**config.mk**
```make
export PLATFORM = sky130hd
export DESIGN_NAME = tx_frame_sched
export DESIGN_NICKNAME = d
export VERILOG_FILES = /design/src/rtl/tx_frame_sched.sv
export SDC_FILE = /design/constraint.sdc
export NUM_CORES = 1
export LEC_CHECK = 0
export CAP_MARGIN = 5
export CORE_AREA = 2 2 84 86
export DETAILED_ROUTE_END_ITERATION = 8
export DIE_AREA = 0 0 86 88
export PLACE_DENSITY = 0.85
export SKIP_CTS_REPAIR_TIMING = 1
export SLEW_MARGIN = 30
export SYNTH_ARGS = -nofsm -noshare
export SYNTH_HDL_FRONTEND = slang
export SYNTH_SLANG_ARGS = --single-unit
```
**constraint.sdc**
```tcl
create_clock -name clk -period 4.5 [get_ports clk]
set_input_delay 0.45 -clock clk [delete_from_list [all_inputs] [get_ports clk]]
set_output_delay 0.45 -clock clk [all_outputs]
set_load 0.05 [all_outputs]
```
**src/rtl/tx_frame_sched.sv**
```systemverilog
// tx_frame_sched: frame-level round-robin scheduler that shares the sender's
// single AXI-stream input between two requesters (0 = PS FIFO payload,
// 1 = link test / calibration frames).
//   - Whole frames are granted; a grant is registered in IDLE.
//   - A programmable idle guard gap follows every frame so the receiver's
//     m-sequence correlator can settle.
//   - Frames longer than MAX_BEATS are truncated: the last allowed beat is
//     marked tlast, and the rest of the source frame is drained.
// Ports:
//   clk, arst_n           clock, asynchronous active-low reset
//   en                    scheduler enable (sampled only in IDLE)
//   gap_cycles            guard gap length in cycles (stable while busy)
//   err_clr               pulse clearing trunc_err
//   S0_AXIS_*, S1_AXIS_*  requester AXI-stream slave ports
//   M_AXIS_*              master port towards the sender
//   grant                 current / last granted stream index
//   busy                  high outside IDLE
//   frame_cnt             completed frame counter (wraps)
//   trunc_err             sticky overlong-frame flag
module tx_frame_sched #(
    parameter int unsigned DATA_WIDTH = 32,
    parameter int unsigned MAX_BEATS  = 1024,
    parameter int unsigned GAP_WIDTH  = 8,
    parameter int unsigned CNT_WIDTH  = 16
) (
    input  logic                         clk,
    input  logic                         arst_n,
    input  logic                         en,
    input  logic [GAP_WIDTH-1:0]         gap_cycles,
    input  logic                         err_clr,
    input  logic [DATA_WIDTH-1:0]        S0_AXIS_tdata,
    input  logic [(DATA_WIDTH>>3)-1:0]   S0_AXIS_tkeep,
    input  logic                         S0_AXIS_tlast,
    input  logic                         S0_AXIS_tvalid,
    output logic                         S0_AXIS_tready,
    input  logic [DATA_WIDTH-1:0]        S1_AXIS_tdata,
    input  logic [(DATA_WIDTH>>3)-1:0]   S1_AXIS_tkeep,
    input  logic                         S1_AXIS_tlast,
    input  logic                         S1_AXIS_tvalid,
    output logic                         S1_AXIS_tready,
    output logic [DATA_WIDTH-1:0]        M_AXIS_tdata,
    output logic [(DATA_WIDTH>>3)-1:0]   M_AXIS_tkeep,
    output logic                         M_AXIS_tlast,
    output logic                         M_AXIS_tvalid,
    input  logic                         M_AXIS_tready,
    output logic                         grant,
    output logic                         busy,
    output logic [CNT_WIDTH-1:0]         frame_cnt,
    output logic                         trunc_err
);

    localparam int unsigned KEEP_W = DATA_WIDTH >> 3;
    localparam int unsigned BEAT_W = (MAX_BEATS > 1) ? $clog2(MAX_BEATS) : 1;
    localparam logic [BEAT_W-1:0] LAST_BEAT = BEAT_W'(MAX_BEATS - 1);

    typedef enum logic [1:0] {
        S_IDLE  = 2'd0,
        S_SEND  = 2'd1,
        S_DRAIN = 2'd2,
        S_GAP   = 2'd3
    } state_t;

    state_t                 r_state;
    logic                   r_grant;
    logic [BEAT_W-1:0]      r_beat_cnt;
    logic [GAP_WIDTH-1:0]   r_gap_cnt;
    logic [CNT_WIDTH-1:0]   r_frame_cnt;
    logic                   r_trunc_err;

    logic [DATA_WIDTH-1:0]  w_sel_tdata;
    logic [KEEP_W-1:0]      w_sel_tkeep;
    logic                   w_sel_tlast;
    logic                   w_sel_tvalid;
    logic                   w_sel_tready;
    logic                   w_in_send;
    logic                   w_in_drain;
    logic                   w_at_limit;
    logic                   w_m_hs;
    logic                   w_drain_hs;
    logic                   w_trunc;
    logic                   w_gap_zero;
    logic                   w_gap_done;
    logic                   w_any_req;
    logic                   w_next_grant;

    // Granted-source mux
    assign w_sel_tdata  = r_grant ? S1_AXIS_tdata  : S0_AXIS_tdata;
    assign w_sel_tkeep  = r_grant ? S1_AXIS_tkeep  : S0_AXIS_tkeep;
    assign w_sel_tlast  = r_grant ? S1_AXIS_tlast  : S0_AXIS_tlast;
    assign w_sel_tvalid = r_grant ? S1_AXIS_tvalid : S0_AXIS_tvalid;

    assign w_in_send  = (r_state == S_SEND);
    assign w_in_drain = (r_state == S_DRAIN);
    assign w_at_limit = (r_beat_cnt == LAST_BEAT);

    // Zero-latency pass-through in SEND; the last allowed beat is forced to tlast
    assign M_AXIS_tvalid = w_in_send & w_sel_tvalid;
    assign M_AXIS_tdata  = w_in_send ? w_sel_tdata : '0;
    assign M_AXIS_tkeep  = w_in_send ? w_sel_tkeep : '0;
    assign M_AXIS_tlast  = w_in_send & (w_sel_tlast | w_at_limit);

    // DRAIN accepts unconditionally to discard the overlong tail
    assign w_sel_tready   = (w_in_send & M_AXIS_tready) | w_in_drain;
    assign S0_AXIS_tready = ~r_grant & w_sel_tready;
    assign S1_AXIS_tready =  r_grant & w_sel_tready;

    assign w_m_hs     = M_AXIS_tvalid & M_AXIS_tready;
    assign w_drain_hs = w_in_drain & w_sel_tvalid;
    assign w_trunc    = w_m_hs & w_at_limit & ~w_sel_tlast;
    assign w_gap_zero = (gap_cycles == '0);
    assign w_gap_done = (r_gap_cnt == (gap_cycles - GAP_WIDTH'(1)));

    // Only one valid wins outright; a tie goes to the stream not granted last
    assign w_any_req    = S0_AXIS_tvalid | S1_AXIS_tvalid;
    assign w_next_grant = (S0_AXIS_tvalid & S1_AXIS_tvalid) ? ~r_grant : S1_AXIS_tvalid;

    assign grant     = r_grant;
    assign busy      = (r_state != S_IDLE);
    assign frame_cnt = r_frame_cnt;
    assign trunc_err = r_trunc_err;

    // Scheduler state machine and status registers
    always_ff @(posedge clk or negedge arst_n) begin
        if (!arst_n) begin
            r_state     <= S_IDLE;
            r_grant     <= 1'b1;
            r_beat_cnt  <= '0;
            r_gap_cnt   <= '0;
            r_frame_cnt <= '0;
            r_trunc_err <= 1'b0;
        end else begin
            // Truncation takes priority over a coincident clear
            if (w_trunc) begin
                r_trunc_err <= 1'b1;
            end else if (err_clr) begin
                r_trunc_err <= 1'b0;
            end

            case (r_state)
                S_IDLE: begin
                    if (en && w_any_req) begin
                        r_grant <= w_next_grant;
                        r_state <= S_SEND;
                    end
                end
                S_SEND: begin
                    if (w_m_hs) begin
                        if (w_sel_tlast || w_at_limit) begin
                            r_beat_cnt  <= '0;
                            r_frame_cnt <= r_frame_cnt + CNT_WIDTH'(1);
                            if (w_trunc) begin
                                r_state <= S_DRAIN;
                            end else if (w_gap_zero) begin
                                r_state <= S_IDLE;
                            end else begin
                                r_state <= S_GAP;
                            end
                        end else begin
                            r_beat_cnt <= r_beat_cnt + BEAT_W'(1);
                        end
                    end
                end
                S_DRAIN: begin
                    if (w_drain_hs && w_sel_tlast) begin
                        r_state <= w_gap_zero ? S_IDLE : S_GAP;
                    end
                end
                S_GAP: begin
                    if (w_gap_done) begin
                        r_gap_cnt <= '0;
                        r_state   <= S_IDLE;
                    end else begin
                        r_gap_cnt <= r_gap_cnt + GAP_WIDTH'(1);
                    end
                end
                default: begin
                    r_state <= S_IDLE;
                end
            endcase
        end
    end

endmodule

```
Yosys cells after proc, flatten, opt, wreduce, memory -nomap -nowiden
Cells that the tools add are included.
{ "op_classes": {"n_reduce_logical": 11, "add_sub_neg": 4, "bitwise": 15, "mux": 19, "eq_ne": 10} }
{ "ops": {"columns": ["op", "count"], "rows": [
  ["32-bit two-way mux", 2],
  ["16-bit by 1-bit adder with 16-bit output, second input constant", 1],
  ["2-bit two-way mux", 7],
  ["10-bit by 1-bit adder with 10-bit output, second input constant", 1],
  ["1-bit AND", 10],
  ["10-bit == test, second input constant", 1],
  ["10-bit two-way mux", 1],
  ["8-bit by 1-bit adder with 8-bit output, second input constant", 1],
  ["8-bit == test", 1],
  ["8-bit zero test", 1],
  ["4-bit two-way mux", 2],
  ["8-bit two-way mux", 1],
  ["2-bit one-hot mux with 4 select lines", 1],
  ["8-bit by 1-bit subtractor with 8-bit output, second input constant", 1],
  ["2-bit by 1-bit != test with 1-bit output, second input constant", 3],
  ["1-bit two-way mux", 5],
  ["5-bit AND reduction", 1],
  ["2-bit == test, second input constant", 2],
  ["2-bit != test, second input constant", 2],
  ["2-bit AND reduction", 2],
  ["2-bit nonzero test", 2],
  ["1-bit OR", 3],
  ["3-bit AND reduction", 1],
  ["2-bit by 1-bit == test with 1-bit output, second input constant", 1],
  ["other kinds (4)", 6]
]} }
{ "word_totals": {"elab_cells": 65, "output_inout_bits": 59, "regBits": 38, "inputBits": 89} }

Depth between registers and ports, before layout
Gate-level depths: netlist of run 1.
{ "logic_depth": {"ltp_word": 9, "depth_mapped": 9, "ltp_nobuf": 8} }

Worst setup path before layout of run 1
Ideal clock, no wire load.
{ "synth_timing": {"kind": "flip-flop to output port", "startpoint": "reg r_grant, in the netlist grant", "endpoint": "out M_AXIS_tdata[0]", "n_path_buf": 2, "required_ns": 4.050, "arrival_ns": 2.173, "slack_ns": 1.877, "path_stages_with_launch": 5, "cell_sequence": "dfstp_2 > buf_2 > buf_1 > mux2i_1 > nor2_1"} }
{ "synth_between": {"elab_chain_cells": 2} }
{ "synth_lines": {"columns": ["item", "line", "rtl"], "rows": [
  ["from (decl)", "64", "logic r_grant;"],
  ["from (signal assigned)", "142", "r_grant <= w_next_grant;"],
  ["32-bit two-way mux", "87", "assign w_sel_tdata = r_grant ? S1_AXIS_tdata : S0_AXIS_tdata;"],
  ["32-bit two-way mux", "98", "assign M_AXIS_tdata = w_in_send ? w_sel_tdata : '0;"],
  ["to (decl)", "41", "output logic [DATA_WIDTH-1:0] M_AXIS_tdata,"]
]} }
No other way between the ends.

Worst setup path after layout of run 1
{ "layout_timing": {"startpoint": "reg r_grant, in the netlist grant", "endpoint": "out M_AXIS_tkeep[2]"} }
{ "layout_between": {"elab_chain_cells": 2} }
{ "layout_lines": {"columns": ["item", "line", "rtl"], "rows": [
  ["4-bit two-way mux", "88", "assign w_sel_tkeep = r_grant ? S1_AXIS_tkeep : S0_AXIS_tkeep;"],
  ["4-bit two-way mux", "99", "assign M_AXIS_tkeep = w_in_send ? w_sel_tkeep : '0;"],
  ["to (decl)", "42", "output logic [(DATA_WIDTH>>3)-1:0] M_AXIS_tkeep,"]
]} }
No other way between the ends.

==> results of run 1 <==
[state kept, by name, summed over array words and instances, names as in the netlist]
| signal | count |
|---|---|
| grant | 1 |
| r_gap_cnt | 8 |
| frame_cnt | 16 |
| r_beat_cnt | 10 |
| trunc_err | 1 |
| r_state | 2 |
[synthesized netlist by cell type (2+ instances only)]
cell / n
sky130_fd_sc_hd__nor2_1: 58
sky130_fd_sc_hd__mux2i_1: 38
sky130_fd_sc_hd__dfrtp_1: 37
sky130_fd_sc_hd__xnor2_1: 21
sky130_fd_sc_hd__nand2_1: 20
sky130_fd_sc_hd__nand3_1: 17
sky130_fd_sc_hd__nand4_1: 11
sky130_fd_sc_hd__o21ai_0: 11
sky130_fd_sc_hd__xor2_1: 11
sky130_fd_sc_hd__and3_1: 8
sky130_fd_sc_hd__inv_1: 8
sky130_fd_sc_hd__buf_1: 7
sky130_fd_sc_hd__buf_2: 5
sky130_fd_sc_hd__ha_1: 5
sky130_fd_sc_hd__a21oi_1: 4
sky130_fd_sc_hd__o21ai_1: 4
sky130_fd_sc_hd__a31oi_1: 3
sky130_fd_sc_hd__nor2b_1: 3
sky130_fd_sc_hd__nor4_1: 3
sky130_fd_sc_hd__buf_6: 2
sky130_fd_sc_hd__clkbuf_1: 2
sky130_fd_sc_hd__mux2_2: 2
sky130_fd_sc_hd__nand2b_1: 2
sky130_fd_sc_hd__nor3_1: 2
sky130_fd_sc_hd__nor4b_2: 2
sky130_fd_sc_hd__o31a_1: 2
sky130_fd_sc_hd__o31ai_1: 2
sky130_fd_sc_hd__or3_1: 2
sky130_fd_sc_hd__or4_4: 2
[cells by family after synthesis]
| logic type | share of synthesized area (%) |
|---|---|
| AOI/OAI and AO/OA | 9.95 |
| xor gates and xnor gates | 10.1 |
| adders and majority gates | 2.61 |
| buffers and inverters | 4.01 |
| DFF | 34.2 |
| muxes | 14.9 |
| and+or+nand+nor | 24.2 |
[cell usage in the layout, fill, tap and decap left out, types with 8 or more instances in the layout]
master	instances
sky130_fd_sc_hd__nand3_1	17
sky130_fd_sc_hd__mux2i_1	38
sky130_fd_sc_hd__o21ai_0	11
sky130_fd_sc_hd__nor2_1	58
sky130_fd_sc_hd__xnor2_1	21
sky130_fd_sc_hd__nand2_1	20
sky130_fd_sc_hd__xor2_1	11
sky130_fd_sc_hd__nand4_1	11
sky130_fd_sc_hd__and3_1	8
sky130_fd_sc_hd__dfrtp_1	37
sky130_fd_sc_hd__inv_1	8
sky130_fd_sc_hd__clkdlybuf4s50_1	147
[layer usage]
layer	part of all wire [%]	track usage, %	up-vias
li1	-	-	1388
met1	41	27.1	1356
met2	52	38.9	121
met3	6.2	3.86	14
met4	1.3	6.35	0
met5	0	0	-
[power groups by stage]
| stage | registers (mW) | logic [mW] | clock network (mW) |
|---|---|---|---|
| 2_1_floorplan | 0.548 | 0.886 | 0 |
| 3_3_place_gp | 0.531 | 1.27 | 0 |
| 3_5_place_dp | 0.537 | 1.29 | 0 |
| 4_1_cts | 0.532 | 1.30 | 0.351 |
| 5_1_grt | 0.547 | 1.38 | 0.365 |
| 6_report | 0.534 | 1.30 | 0.350 |
[metrics by stage]
| stage | power, mW | instances | setup slack, ns |
|---|---|---|---|
| final | 2.18 | 538 | 1.44 |
| after detailed placement | 1.83 | 530 | 1.62 |
| after floorplan | 1.43 | 316 | 1.88 |
| after CTS | 2.18 | 538 | 1.44 |
| after global routing | 2.29 | 538 | 1.32 |
| after global placement | 1.80 | 530 | 1.71 |
[final cells by class]
type	count	area, um2
well taps	80	100
clock buffers	5	68.8
flip-flops and latches	38	952
inverters	8	30.0
clock inverters	3	68.8
fillers	522	2210
multi-input cells	254	1720
repair buffers	150	1490
[how the worst max path moves through the flow]
stage,start,end,slack [ns],cells after the start
2_1_floorplan,grant,M_AXIS_tdata[0],1.88,4
3_3_place_gp,S1_AXIS_tlast,M_AXIS_tlast,1.71,5
3_5_place_dp,S1_AXIS_tlast,M_AXIS_tlast,1.62,5
4_1_cts,grant,M_AXIS_tkeep[2],1.44,4
5_1_grt,grant,M_AXIS_tkeep[2],1.32,4
6_report,grant,M_AXIS_tkeep[2],1.44,4
==> results_tabular.tex, run 1 <==
\begin{tabular}{lr}
\hline
Metric & Value \\
\hline
\multicolumn{2}{l}{\textbf{Worst setup path}} \\
\quad Required time at the endpoint of the critical path & 4.05 ns \\
\quad Number of cell instances on the worst register-to-register path & 6 \\
\quad Critical Path Fanout Max & 41 \\
\quad Critical Path End Type & primary output \\
\quad Start-to-end type of the worst setup path & reg -> out \\
\quad Worst reg-to-reg setup slack & 2.16 ns \\
\quad R2r endpoint & frame\_cnt[10] \\
\quad Arrival time worst endpoint & 2.61 ns \\
\quad Reg-to-reg startpoint & r\_beat\_cnt[0] \\
\quad Worst path buffer plus inverter count & 2 \\
\quad Cell class contributing the biggest share of worst-path delay & buffers and inverters \\
\quad Delay of the slowest critical-path stage & 0.83 ns \\
\quad Crit-path cells & buf\_4 -> mux2i\_1 -> nor2\_1 -> clkdlybuf4s50\_1 \\
\quad Startpoint type of the worst setup path & register \\
\quad Master of the slowest instance on the critical path & sky130\_fd\_sc\_hd\_\_clkdlybuf4s50\_1 \\
\multicolumn{2}{l}{\textbf{Yosys}} \\
\quad Most area-hungry cell type in the Yosys netlist & sky130\_fd\_sc\_hd\_\_dfrtp\_1 \\
\quad Share of the synthesized area in the top cell type & 33.3\% \\
\quad Top\_reg\_cell synth & sky130\_fd\_sc\_hd\_\_dfrtp\_1 \\
\quad Unique cell type count in the Yosys netlist & 51 \\
\quad Post-synthesis register bit count & 38 \\
\quad Mean Syn Cell Area & 8.80 um2 \\
\quad Synthesized netlist cell count & 316 \\
\quad Post-Syn Nets & 410 \\
\quad Post-Synthesis Cell Area & 2780 um2 \\
\quad Seq/Total Area, Yosys & 34.2\% \\
\quad Cells taking the most area after synthesis & sky130\_fd\_sc\_hd\_\_dfrtp\_1 33\%, sky130\_fd\_sc\_hd\_\_mux2i\_1 14\%, sky130\_fd\_sc\_hd\_\_nor2\_1 7.8\% \\
\quad EDFF count, synth & 0 \\
\quad Syn. warnings & 0 \\
\quad FFs w/ async S/R, synth & 100\% \\
\multicolumn{2}{l}{\textbf{STA}} \\
\quad Final clock period utilization by the worst path & 68.1\% \\
\quad Worst-case clock skew & 0.00444 ns \\
\quad Total setup violations reported at the end of the flow & 0 \\
\quad Final TNS setup & 0 ns \\
\quad Post-route minimum period & 3.06 ns \\
\quad Achievable clock frequency & 0.326 GHz \\
\quad Unrepaired setup endpoints after global routing & no \\
\quad Final Hold Vio Count & 0 \\
\quad Worst-case headroom to the max-slew limit & 55.4\% \\
\quad Number of slew-limit violations in the final report & 0 \\
\quad Final hold slack & 0.500 ns \\
\quad Worst Max-Slew Pin Slew & 0.669 ns \\
\multicolumn{2}{l}{\textbf{Status}} \\
\quad Status & finished, final reports clean \\
\multicolumn{2}{l}{\textbf{Clock network}} \\
\quad Root cell of the clock tree & sky130\_fd\_sc\_hd\_\_clkbuf\_8 \\
\quad H-tree level count & 2 \\
\quad Clock tree from TritonCTS & yes \\
\quad Buffer levels on the longest clock path & 2 \\
\quad Clock input transition at the sequential cells of the worst setup and hold paths & 0.08 ns \\
\quad Clock latency on the worst-skew pair & 0.29 ns \\
\quad Clock tree sinks & 38 \\
\quad Number of buffers created by CTS & 5 \\
\multicolumn{2}{l}{\textbf{Job}} \\
\quad Number of max-capacitance violations reported & 0 \\
\multicolumn{2}{l}{\textbf{Routing}} \\
\quad Pre-Repair DR Iteration Count & 4 \\
\quad Post-route antenna net violation count & 0 \\
\quad Detailed-route wire length per cell & 16.0 um \\
\quad Vias per cell & 5.35 \\
\quad Number of DRC markers in iteration 0 & 155 \\
\quad DRC Markers & 0 \\
\quad Via Count & 2879 \\
\quad Wire length reported by the detailed router & 8.63 mm \\
\multicolumn{2}{l}{\textbf{Global route}} \\
\quad Vias in the first global route & 2856 \\
\quad Global-route wire length before repair & 13.3 mm \\
\quad Tot GR Track Use & 21.9\% \\
\quad Final global-route overflow total & 0 \\
\quad Initial antenna violation count & 0 \\
\quad Largest net degree at the start of global routing & 42 \\
\multicolumn{2}{l}{\textbf{Finish}} \\
\quad Share of post-route cells with drive strength above 1 & 5.68\% \\
\quad Layout-stage area growth over the synthesis result & 59.4\% \\
\quad Final cell utilization of the core & 66.7\% \\
\quad Antenna cells & 0 \\
\quad Fin area & 4430 um2 \\
\quad Final net count & 551 \\
\multicolumn{2}{l}{\textbf{Power}} \\
\quad Leakage & 1.83 nW \\
\quad Comb power frac & 59.4\% \\
\quad Max rail drop VDD & 0.000288 V \\
\quad Sequential share of power & 24.5\% \\
\quad Part of the total power dissipated in the clock network & 16.0\% \\
\quad Cell-internal power & 1.15 mW \\
\quad Share of total power consumed by net switching & 47.2\% \\
\quad Switching power & 1.03 mW \\
\quad Ratio of total power to cell area & 492 nW/um2 \\
\multicolumn{2}{l}{\textbf{Floorplanning}} \\
\quad Effective utilization at floorplan & 41.8\% \\
\quad Floorplan row count & 30 \\
\quad Number of top-level pins & 148 \\
\quad Area of the core region & 6640 um2 \\
\quad Vertical die dimension & 88 um \\
\quad Die Span X & 86 um \\
\quad Area enclosed by the die boundary & 7570 um2 \\
\multicolumn{2}{l}{\textbf{Place}} \\
\quad RD Place Congestion & 0.899 \\
\quad Half-perimeter wire length after placement & 6.53 mm \\
\quad Post-place instance area & 4290 um2 \\
\quad \# port buffers & 147 \\
\multicolumn{2}{l}{\textbf{Min path}} \\
\quad Worst Hold Path EP & frame\_cnt[11] \\
\quad Worst hold-check path type & reg -> reg \\
\quad Hold wc startpoint & frame\_cnt[11] \\
\quad Cell depth of the worst min-delay path & 1 \\
\hline
\end{tabular}
(Power assumes the default switching activity.)
==> inputs of run 2 (changes only) <==
- CORE_AREA: 2 2 84 86 -> 2 2 91 93
- DIE_AREA: 0 0 86 88 -> 0 0 93 95
- PLACE_DENSITY: 0.85 -> 0.77
- clock period: 4.5 -> 2.6 ns (I/O delays scaled with it)
==> run 2 against run 1 <==
  * Critical path depth is the same
  * First-iteration DRC count grew 40%
  * Non-clock buffer count grew 3
  * Die area grew 17%
  * Flip-flop and latch count is the same
==> results_tabular.tex, run 2 (synthesized netlist as in run 1, its figures left out) <==
\begin{tabular}{lr}
\hline
Metric & Value \\
\hline
\multicolumn{2}{l}{\textbf{Routing}} \\
\quad Vias per cell & 4.90 \\
\quad Post-route antenna net violation count & 0 \\
\quad Detailed-route wire length per cell & 15.3 um \\
\quad Wire length reported by the detailed router & 8.65 mm \\
\quad DRC Markers & 0 \\
\quad Number of DRC markers in iteration 0 & 217 \\
\quad Pre-Repair DR Iteration Count & 5 \\
\quad Via Count & 2775 \\
\multicolumn{2}{l}{\textbf{Worst setup path}} \\
\quad Delay of the slowest critical-path stage & 0.61 ns \\
\quad Start-to-end type of the worst setup path & reg -> out \\
\quad Number of cell instances on the worst register-to-register path & 6 \\
\quad Critical Path End Type & primary output \\
\quad Startpoint type of the worst setup path & register \\
\quad Required time at the endpoint of the critical path & 2.34 ns \\
\quad Crit-path cells & buf\_4 -> mux2i\_1 -> nor2\_1 -> buf\_12 \\
\quad Worst path buffer plus inverter count & 2 \\
\quad WP depth & 4 \\
\quad Master of the slowest instance on the critical path & sky130\_fd\_sc\_hd\_\_dfstp\_2 \\
\quad Cell class contributing the biggest share of worst-path delay & buffers and inverters \\
\quad Critical Path Fanout Max & 39 \\
\quad Arrival time worst endpoint & 2.02 ns \\
\multicolumn{2}{l}{\textbf{Floorplanning}} \\
\quad Die Span X & 93 um \\
\quad Vertical die dimension & 95 um \\
\quad Area of the core region & 7930 um2 \\
\quad Floorplan row count & 33 \\
\quad Effective utilization at floorplan & 35.1\% \\
\quad Area enclosed by the die boundary & 8840 um2 \\
\quad Number of top-level pins & 148 \\
\multicolumn{2}{l}{\textbf{Clock network}} \\
\quad Number of buffers created by CTS & 5 \\
\quad Clock latency on the worst-skew pair & 0.29 ns \\
\quad H-tree level count & 2 \\
\quad Clock tree from TritonCTS & yes \\
\quad Buffer levels on the longest clock path & 2 \\
\quad Root cell of the clock tree & sky130\_fd\_sc\_hd\_\_clkbuf\_8 \\
\quad Clock tree sinks & 38 \\
\quad Clock input transition at the sequential cells of the worst setup and hold paths & 0.07 ns \\
\multicolumn{2}{l}{\textbf{Power}} \\
\quad Max rail drop VDD & 0.000368 V \\
\quad Ratio of total power to cell area & 821 nW/um2 \\
\quad Leakage & 2.01 nW \\
\multicolumn{2}{l}{\textbf{Global route}} \\
\quad Met1 global-route usage & 23.5\% \\
\quad Largest net degree at the start of global routing & 40 \\
\quad Tot GR Track Use & 19.1\% \\
\quad Vias in the first global route & 2805 \\
\quad Global-route wire length before repair & 13.4 mm \\
\quad GR met2 Demand/Resource & 33.9\% \\
\quad Initial antenna violation count & 0 \\
\quad Met3 Usage GRT & 4.87\% \\
\quad Final global-route overflow total & 0 \\
\quad Global route hottest layer & met2 \\
\multicolumn{2}{l}{\textbf{Finish}} \\
\quad Layout-stage area growth over the synthesis result & 72.4\% \\
\quad Final net count & 554 \\
\quad Share of post-route cells with drive strength above 1 & 15.2\% \\
\quad Antenna cells & 0 \\
\quad Flip-flop count of the largest register after layout & 16 \\
\quad Most common cell after layout, fill and taps aside & sky130\_fd\_sc\_hd\_\_clkdlybuf4s50\_1 \\
\quad Final cell utilization of the core & 60.5\% \\
\quad Commonest cells after routing, fill and taps aside & 105 x sky130\_fd\_sc\_hd\_\_clkdlybuf4s50\_1, 58 x sky130\_fd\_sc\_hd\_\_nor2\_1, 38 x sky130\_fd\_sc\_hd\_\_mux2i\_1 \\
\multicolumn{2}{l}{\textbf{Status}} \\
\quad Status & finished, final reports clean \\
\multicolumn{2}{l}{\textbf{STA}} \\
\quad Worst Max-Slew Pin Slew & 0.850 ns \\
\quad Post-route minimum period & 2.28 ns \\
\quad Final clock period utilization by the worst path & 87.7\% \\
\quad Worst-case headroom to the max-slew limit & 43.4\% \\
\quad Final Hold Vio Count & 0 \\
\quad Achievable clock frequency & 0.439 GHz \\
\quad Number of slew-limit violations in the final report & 0 \\
\quad Final TNS setup & 0 ns \\
\quad Unrepaired setup endpoints after global routing & no \\
\quad Total setup violations reported at the end of the flow & 0 \\
\quad Worst-case clock skew & 0.00790 ns \\
\multicolumn{2}{l}{\textbf{Place}} \\
\quad \# port buffers & 147 \\
\quad RD Place Congestion & 0.829 \\
\quad Half-perimeter wire length after placement & 6.96 mm \\
\multicolumn{2}{l}{\textbf{Min path}} \\
\quad Worst hold-check path type & in -> async \\
\multicolumn{2}{l}{\textbf{Job}} \\
\quad Number of max-capacitance violations reported & 0 \\
\hline
\end{tabular}
-- run 2: changes by cell type in the layout (fill, tap and decap cells not counted), sizes merged --
cell,change
buf,+45
clkdlybuf4s50,-42
bufinv,-2
clkbuf,+2
-- run 2: final timing paths --
kind,to,slack (ns),startpoint
worst max-delay path,M_AXIS_tdata[23],0.32,grant
worst min-delay path,frame_cnt[13],0.07,arst_n
worst max register to register,r_gap_cnt[7],0.46,r_gap_cnt[3]
worst min register to register,frame_cnt[15],0.47,frame_cnt[15]
max in group asynchronous,r_beat_cnt[5],2.00,arst_n
min in group clk,frame_cnt[15],0.47,frame_cnt[15]
-- run 2: power by group --
| group | total, mW | leakage, nW | switching [mW] | internal [mW] |
|---|---|---|---|---|
| logic | 2.61 | 1.47 | 1.44 | 1.17 |
| registers | 0.909 | 0.492 | 0.188 | 0.721 |
| clock network | 0.417 | 0.0482 | 0.203 | 0.214 |
-- run 2: per-layer routing --
layer,routed length (um),vias to the layer above
li1,-,1403
met1,3470,1302
met2,4670,65
met3,450,5
met4,60,0
met5,0,-
-- run 2: layout make-up --
| type | instances | area (um2) |
|---|---|---|
| Clock buffer | 7 | 86.3 |
| Timing Repair Buffer | 153 | 1870 |
| Clock inverter | 1 | 5.00 |
| Fill cell | 688 | 3130 |
| Tap cell | 105 | 131 |
| Sequential cell | 38 | 952 |
| Inverter | 8 | 30.0 |
| Multi-Input combinational cell | 254 | 1720 |
-- run 2: per-stage QoR --
stage          setup slack, ns  hold WS, ns  cells  power (mW)  area [um2]
6_report                 0.321       0.0710    566        3.94        4790
5_1_grt                  0.173        0.127    566        4.17        4790
4_1_cts                  0.309        0.103    566        3.97        4790
3_5_place_dp            0.0619        0.413    558        3.54        4700
3_3_place_gp             0.138        0.406    558        3.49        4700
2_1_floorplan            0.167      -0.0356    316        2.48        2780
-- run 2: worst register-to-register path: cells and delay by family (launching register included) --
kind            cells  cell delay (ns)
simple gates        3             0.81
compound gates      3             0.67
flops               1             0.54
